$ cat config.mk
export PLATFORM = sky130hd
export DESIGN_NAME = ex_multicycle_divider_flat
export DESIGN_NICKNAME = d
export VERILOG_FILES = /design/src/rtl/ex_multicycle_divider_if.sv /design/src/rtl/ex_multicycle_divider.sv /design/src/flat_wrapper.sv
export SDC_FILE = /design/constraint.sdc
export NUM_CORES = 1
export LEC_CHECK = 0
export CAP_MARGIN = 15
export CORE_MARGIN = 2
export CORE_UTILIZATION = 45
export DETAILED_ROUTE_END_ITERATION = 10
export GPL_ROUTABILITY_DRIVEN = 1
export PLACE_DENSITY = 0.69
export REMOVE_ABC_BUFFERS = 1
export SLEW_MARGIN = 20
export SYNTH_ARGS = -nofsm -noshare
export SYNTH_HDL_FRONTEND = slang
export SYNTH_SLANG_ARGS = --single-unit
$ cat constraint.sdc
create_clock -name clk -period 4.6 [get_ports clk]
set_input_delay 0.92 -clock clk [delete_from_list [all_inputs] [get_ports clk]]
set_output_delay 0.92 -clock clk [all_outputs]
set_load 0.01 [all_outputs]
$ cat src/rtl/ex_multicycle_divider_if.sv
// Bus between the EX stage / stall controller and the multicycle divider.
// The divider owns request_from_ex, done and the result; everything else is driven by the pipeline.
interface ex_multicycle_divider_if #(
  parameter int WIDTH = 32
);
  // Handshake: start is a level that stays high while EX holds a divide op. The divider
  // answers with request_from_ex (stall EX and earlier stages) until the result is ready.
  // done is high for the single cycle in which quotient/remainder are valid and EX may advance;
  // stall_all freezes that cycle and flush kills the op without producing a result.
  logic             start;
  logic             is_signed;
  logic [WIDTH-1:0] dividend;
  logic [WIDTH-1:0] divisor;
  logic             stall_all;
  logic             flush;
  logic             request_from_ex;
  logic             done;
  logic [WIDTH-1:0] quotient;
  logic [WIDTH-1:0] remainder;

  modport master (
    output start, is_signed, dividend, divisor, stall_all, flush,
    input  request_from_ex, done, quotient, remainder
  );

  modport slave (
    input  start, is_signed, dividend, divisor, stall_all, flush,
    output request_from_ex, done, quotient, remainder
  );
endinterface

$ cat src/rtl/ex_multicycle_divider.sv
// Iterative radix-2 restoring divider for DIV/DIVU in EX; stalls the pipeline while it works.
// One quotient bit per BUSY cycle, magnitudes only, signs restored when entering DONE.
module ex_multicycle_divider #(
  parameter int WIDTH = 32
) (
  input  logic                   clk,
  input  logic                   rst,
  ex_multicycle_divider_if.slave bus,
  output logic [1:0]             dbg_state
);
  localparam int CW = $clog2(WIDTH);

  typedef enum logic [1:0] {
    S_IDLE = 2'd0,
    S_BUSY = 2'd1,
    S_DONE = 2'd2
  } state_t;

  state_t           state;
  state_t           state_nxt;
  logic [CW-1:0]    count;
  logic [WIDTH-1:0] q_work;
  logic [WIDTH-1:0] rem_work;
  logic [WIDTH-1:0] div_mag;
  logic             neg_q;
  logic             neg_r;
  logic [WIDTH-1:0] quotient_r;
  logic [WIDTH-1:0] remainder_r;

  logic [WIDTH-1:0] dvd_mag;
  logic [WIDTH-1:0] dsr_mag;
  logic [WIDTH:0]   rem_sh;
  logic [WIDTH:0]   diff;
  logic             take;
  logic [WIDTH-1:0] rem_it;
  logic [WIDTH-1:0] q_it;
  logic             last;
  logic             div_zero;

  assign div_zero = (bus.divisor == '0);
  assign last     = (count == CW'(WIDTH - 1));
  assign dvd_mag  = (bus.is_signed && bus.dividend[WIDTH-1]) ? -bus.dividend : bus.dividend;
  assign dsr_mag  = (bus.is_signed && bus.divisor[WIDTH-1])  ? -bus.divisor  : bus.divisor;

  // Shifted remainder kept at WIDTH+1 bits so large unsigned divisors never lose the top bit.
  assign rem_sh = {rem_work, q_work[WIDTH-1]};
  assign diff   = rem_sh - {1'b0, div_mag};
  assign take   = ~diff[WIDTH];
  assign rem_it = take ? diff[WIDTH-1:0] : rem_sh[WIDTH-1:0];
  assign q_it   = {q_work[WIDTH-2:0], take};

  always_ff @(posedge clk) begin
    if (rst) state <= S_IDLE;
    else     state <= state_nxt;
  end

  always_comb begin
    state_nxt = state;
    if (bus.flush) begin
      state_nxt = S_IDLE;
    end else if (!bus.stall_all) begin
      case (state)
        S_IDLE:  if (bus.start) state_nxt = div_zero ? S_DONE : S_BUSY;
        S_BUSY:  if (last) state_nxt = S_DONE;
        S_DONE:  state_nxt = S_IDLE;
        default: state_nxt = S_IDLE;
      endcase
    end
  end

  always_ff @(posedge clk) begin
    if (rst) begin
      count       <= '0;
      q_work      <= '0;
      rem_work    <= '0;
      div_mag     <= '0;
      neg_q       <= 1'b0;
      neg_r       <= 1'b0;
      quotient_r  <= '0;
      remainder_r <= '0;
    end else if (bus.flush) begin
      count <= '0;
    end else if (!bus.stall_all) begin
      case (state)
        S_IDLE: begin
          if (bus.start) begin
            count    <= '0;
            q_work   <= dvd_mag;
            rem_work <= '0;
            div_mag  <= dsr_mag;
            neg_q    <= bus.is_signed & (bus.dividend[WIDTH-1] ^ bus.divisor[WIDTH-1]);
            neg_r    <= bus.is_signed & bus.dividend[WIDTH-1];
            if (div_zero) begin
              quotient_r  <= '1;
              remainder_r <= bus.dividend;
            end
          end
        end
        S_BUSY: begin
          count    <= count + CW'(1);
          q_work   <= q_it;
          rem_work <= rem_it;
          if (last) begin
            quotient_r  <= neg_q ? -q_it : q_it;
            remainder_r <= neg_r ? -rem_it : rem_it;
          end
        end
        default: ;
      endcase
    end
  end

  assign bus.request_from_ex = ~bus.flush & (((state == S_IDLE) & bus.start) | (state == S_BUSY));
  assign bus.done            = (state == S_DONE);
  assign bus.quotient        = quotient_r;
  assign bus.remainder       = remainder_r;
  assign dbg_state           = state;
endmodule

$ cat src/flat_wrapper.sv
// flat-port wrapper written by rule: the top's interface ports become plain ports
module ex_multicycle_divider_flat 
#(
  parameter int WIDTH = 32
)
  (clk, rst, dbg_state, bus_start, bus_is_signed, bus_dividend, bus_divisor, bus_stall_all, bus_flush, bus_request_from_ex, bus_done, bus_quotient, bus_remainder);
  ex_multicycle_divider_if #(.WIDTH(WIDTH)) bus_i ();
  input  logic clk;
  input  logic rst;
  output logic [1:0] dbg_state;
  input wire logic [$bits(bus_i.start)-1:0] bus_start;
  input wire logic [$bits(bus_i.is_signed)-1:0] bus_is_signed;
  input wire logic [$bits(bus_i.dividend)-1:0] bus_dividend;
  input wire logic [$bits(bus_i.divisor)-1:0] bus_divisor;
  input wire logic [$bits(bus_i.stall_all)-1:0] bus_stall_all;
  input wire logic [$bits(bus_i.flush)-1:0] bus_flush;
  output wire logic [$bits(bus_i.request_from_ex)-1:0] bus_request_from_ex;
  output wire logic [$bits(bus_i.done)-1:0] bus_done;
  output wire logic [$bits(bus_i.quotient)-1:0] bus_quotient;
  output wire logic [$bits(bus_i.remainder)-1:0] bus_remainder;
  assign bus_i.start = bus_start;
  assign bus_i.is_signed = bus_is_signed;
  assign bus_i.dividend = bus_dividend;
  assign bus_i.divisor = bus_divisor;
  assign bus_i.stall_all = bus_stall_all;
  assign bus_i.flush = bus_flush;
  assign bus_request_from_ex = bus_i.request_from_ex;
  assign bus_done = bus_i.done;
  assign bus_quotient = bus_i.quotient;
  assign bus_remainder = bus_i.remainder;
  ex_multicycle_divider #(.WIDTH(WIDTH)) u_core (.clk(clk), .rst(rst), .bus(bus_i), .dbg_state(dbg_state));
endmodule
==> results by group <==
Synthesis
  • Synth Register Bits: 169
  • Yosys top cell by area: dfxtp_1
  • EDFF count, synth: 0
  • Post-synth top area share: 27.94%
  • Syn. warnings: 0
  • Synthesized area: 12110 sq um
  • Post-synth ARST share: 0%
  • Post-synthesis sequential area ratio: 27.94%
  • Synth Flop Type: dfxtp_1
  • Most area-consuming cells after synthesis: dfxtp_1, nor2_1, a21oi_1
  • Yosys cell types: 90
  • Synth Area per Inst: 7.526 sq um
  • Post-Synthesis Cells: 1609

Global routing
  • Initial antenna violation count: 0
  • Largest net degree at the start of global routing: 100
  • Vias in the first global route: 11.34k
  • Overflow after GRT: 0
  • GRT Total Usage: 25.40%
  • Global-route wire length before repair: 58.61 mm

Hold path
  • Hold Path Depth: 2
  • Hold Crit Start: u_core.div_mag[31]
  • Worst Hold Class: reg -> reg
  • Worst hold path endpoint: u_core.div_mag[31]

Die
  • Die area: 28240 sq um
  • # IOs: 138
  • Starting Density: 45.44%
  • Row Count: 60
  • Core area: 26650 sq um
  • Die Ht: 168.0 microns
  • Die width: 168.0 microns

Setup path
  • RR Endpoint: u_core.bus.remainder[26]
  • Reg2reg path depth: 20
  • Crit-path max FO: 4
  • Startpoint Class: register
  • Buffers & Inverters on Critical Path: 3
  • Crit-path cells: inv_2 > ha_2 > inv_1 > fa_2 > a211oi_4 > nor3_4 > o21ai_4 > a2111oi_4 > o31a_2 > nor2_8 > mux2i_2 > ha_2 > inv_2 > nor4_2 > and3_1 > a32oi_1 > or2_4 > o31ai_4 > xor2_1 > a2111oi_2
  • Delay-heaviest family, CP: compound AO/OA/AOI/OAI gates
  • Worst path slowest cell: fa_2
  • Critical path depth: 20
  • Crit path DAT: 4.70 ns
  • CP peak stage delay: 0.41 ns
  • R2R Setup Slk: 0.23 ns
  • Worst r2r src: u_core.q_work[31]
  • Crit path kind: reg -> reg
  • Setup crit end kind: register
  • CP required: 4.93 ns

Clocking
  • Clk root buf: clkbuf_16
  • Clock Latency Late Sink: 0.43 ns
  • Cts bufs inserted: 17
  • Hold Buf Count CTS: 0
  • H-tree levels: 4
  • Max clock buf depth: 2
  • CTS tree: done
  • Clock-pin slew on the worst setup and hold paths: 0.07 ns
  • Clk sinks: 169

Finish
  • Share of layout cells above drive strength 1: 9.101%
  • Layout area overhead: 20.70%
  • Fin cells: 2066
  • Final nets: 1822
  • Number of diodes: 0

Route
  • Routed WL: 36.21 mm
  • Drt pass-1 iters: 5
  • Iteration-0 DRC Markers: 1124
  • WL/cell: 17.53 microns
  • Residual DRC: 0
  • Vias: 12.16k
  • Antenna Nets Post-Route: 0
  • DR vias/cell: 5.886

Pwr
  • PD cells: 268.2 nW/um^2
  • Total power: 3.920 mW
  • Pleak: 5.494 nW
  • Max IR drop VDD: 0.2264 mV

Run
  • Max-cap check violation count: 0

Placed design
  • Placed cells: 2029
  • HPWL after detailed placement: 27.29 mm
  • IO Port Bufs: 137
  • RD Place Congestion: 0.9263

Status
  • Status: complete, no violations

STA
  • Final Cycle Share: 94.99%
  • Worst clock skew: 0.01322 ns
  • Slew Viols, Final: 0
  • TNS Setup: 0 ns
  • Max frequency: 228.9 MHz
  • Worst slew pin tran: 1.007 ns
  • Worst relative slew slack: 32.83%
  • RSZ-0062 raised after global routing: no
  • Final Critical Period: 4.370 ns
  • Count of final setup violators: 0
  • Final Hold Viols: 0
[Yosys cell counts (7+ instances only)]
| library cell | count |
|---|---|
| and2_1 | 10 |
| o21a_1 | 11 |
| a311oi_1 | 40 |
| nand3_1 | 22 |
| ha_1 | 38 |
| dfxtp_1 | 169 |
| a21oi_1 | 118 |
| o211ai_1 | 13 |
| nand4_1 | 12 |
| or2_2 | 7 |
| nand2b_1 | 13 |
| clkbuf_1 | 85 |
| xnor2_1 | 61 |
| mux2i_1 | 18 |
| a211oi_1 | 70 |
| or4_1 | 12 |
| o21ai_0 | 68 |
| buf_1 | 9 |
| nor4_1 | 21 |
| mux2_2 | 9 |
| nor2_1 | 261 |
| nand2_1 | 132 |
| xor2_1 | 64 |
| o31ai_1 | 25 |
| o22ai_1 | 11 |
| o41ai_1 | 9 |
| buf_2 | 8 |
| a21o_1 | 12 |
| nor3_1 | 36 |
| inv_1 | 57 |
| a31oi_1 | 20 |
| o211a_1 | 8 |
| and3_1 | 11 |
| or3_1 | 24 |
| a22oi_1 | 24 |
[logic make-up after synthesis]
| group | Yosys count | share of synthesized area (%) |
|---|---|---|
| simple gates | 590 | 22.44 |
| fa+ha+maj | 39 | 4.092 |
| buf+inv | 166 | 5.476 |
| mux | 30 | 2.759 |
| flops | 169 | 27.94 |
| compound gates | 490 | 28.25 |
| xor+xnor | 125 | 9.041 |
[repair_timing]
action                     4_1_cts  5_1_grt
setup endpoints to repair        1       14
buffers inserted                 0        6
resized for setup                1       20
pin swaps                        1       15
[state kept, by name, summed over array words and instances (netlist names), 2 cells and up]
register	cells
u_core.div_mag	32
u_core.bus.remainder	32
u_core.bus.quotient	32
u_core.rem_work	32
u_core.q_work	32
u_core.count	5
u_core.dbg_state	2
[tightest hold or removal path: stages, from the launching register on]
cell     delay, ns
dfxtp_1       0.31
nand2_1       0.05
a21oi_1       0.05
[metal layers]
layer | wire, microns | track usage, %
met1 | 16920 | 34.43
met3 | 1855 | 3.667
met2 | 16650 | 41.86
met4 | 794 | 7.788
met5 | 0 | 0
[stage by stage]
| step | setup slack (ns) | cell area [sq um] | hold slack, ns | utilization, % |
|---|---|---|---|---|
| finish | 0.2304 | 14620 | 0.4539 | 54.84 |
| global route | 0.008105 | 14620 | 0.4753 | 54.84 |
| CTS | 0.01308 | 14490 | 0.4558 | 54.37 |
| detailed placement | -0.01350 | 13900 | 0.4465 | 52.15 |
| global placement | 0.1069 | 13900 | 0.4439 | 52.15 |
| floorplan | -1.758 | 11670 | 0.4258 | - |
[power by group]
part           switching (mW)  total [mW]  internal (mW)
Sequential             0.0289        1.52           1.49
Combinational           0.560       0.923          0.364
Clock                   0.666        1.48          0.812
Total                    1.26        3.92           2.67
[placed cells by master (no fill, tap or decap), types with 13 or more instances in the layout]
| cell | synthesis | final |
|---|---|---|
| a211oi_1 | 70 | 70 |
| a21oi_1 | 118 | 117 |
| a22oi_1 | 24 | 24 |
| a311oi_1 | 40 | 40 |
| a31oi_1 | 20 | 20 |
| buf_4 | 1 | 53 |
| clkbuf_16 | 0 | 17 |
| clkdlybuf4s50_1 | 0 | 136 |
| dfxtp_1 | 169 | 168 |
| ha_1 | 38 | 36 |
| inv_1 | 57 | 55 |
| mux2i_1 | 18 | 17 |
| nand2_1 | 132 | 132 |
| nand3_1 | 22 | 22 |
| nor2_1 | 261 | 260 |
| nor3_1 | 36 | 35 |
| nor4_1 | 21 | 19 |
| o211ai_1 | 13 | 13 |
| o21ai_0 | 68 | 66 |
| o31ai_1 | 25 | 24 |
| or3_1 | 24 | 24 |
| xnor2_1 | 61 | 61 |
| xor2_1 | 64 | 64 |
[how the worst max path moves through the flow]
stage	endpoint	from	slack (ns)
2_1_floorplan	u_core.bus.remainder[29]	bus_divisor[0]	-1.76
4_1_cts	u_core.bus.remainder[26]	u_core.q_work[31]	0.01
3_5_place_dp	u_core.bus.remainder[26]	u_core.q_work[31]	-0.01
3_3_place_gp	u_core.bus.remainder[26]	u_core.q_work[31]	0.11
6_report	u_core.bus.remainder[26]	u_core.q_work[31]	0.23
5_1_grt	u_core.bus.remainder[29]	u_core.q_work[31]	0.008
[final cells by class]
type | count | area, sq um
tap | 341 | 426.7
fill | 2547 | 12040
multi-input combinational | 1274 | 8174
timing repair buffer | 192 | 1819
clock inverter | 14 | 161.4
sequential | 169 | 3385
inverter | 59 | 224.0
clock buffer | 17 | 425.4
(Power assumes the default switching activity.)
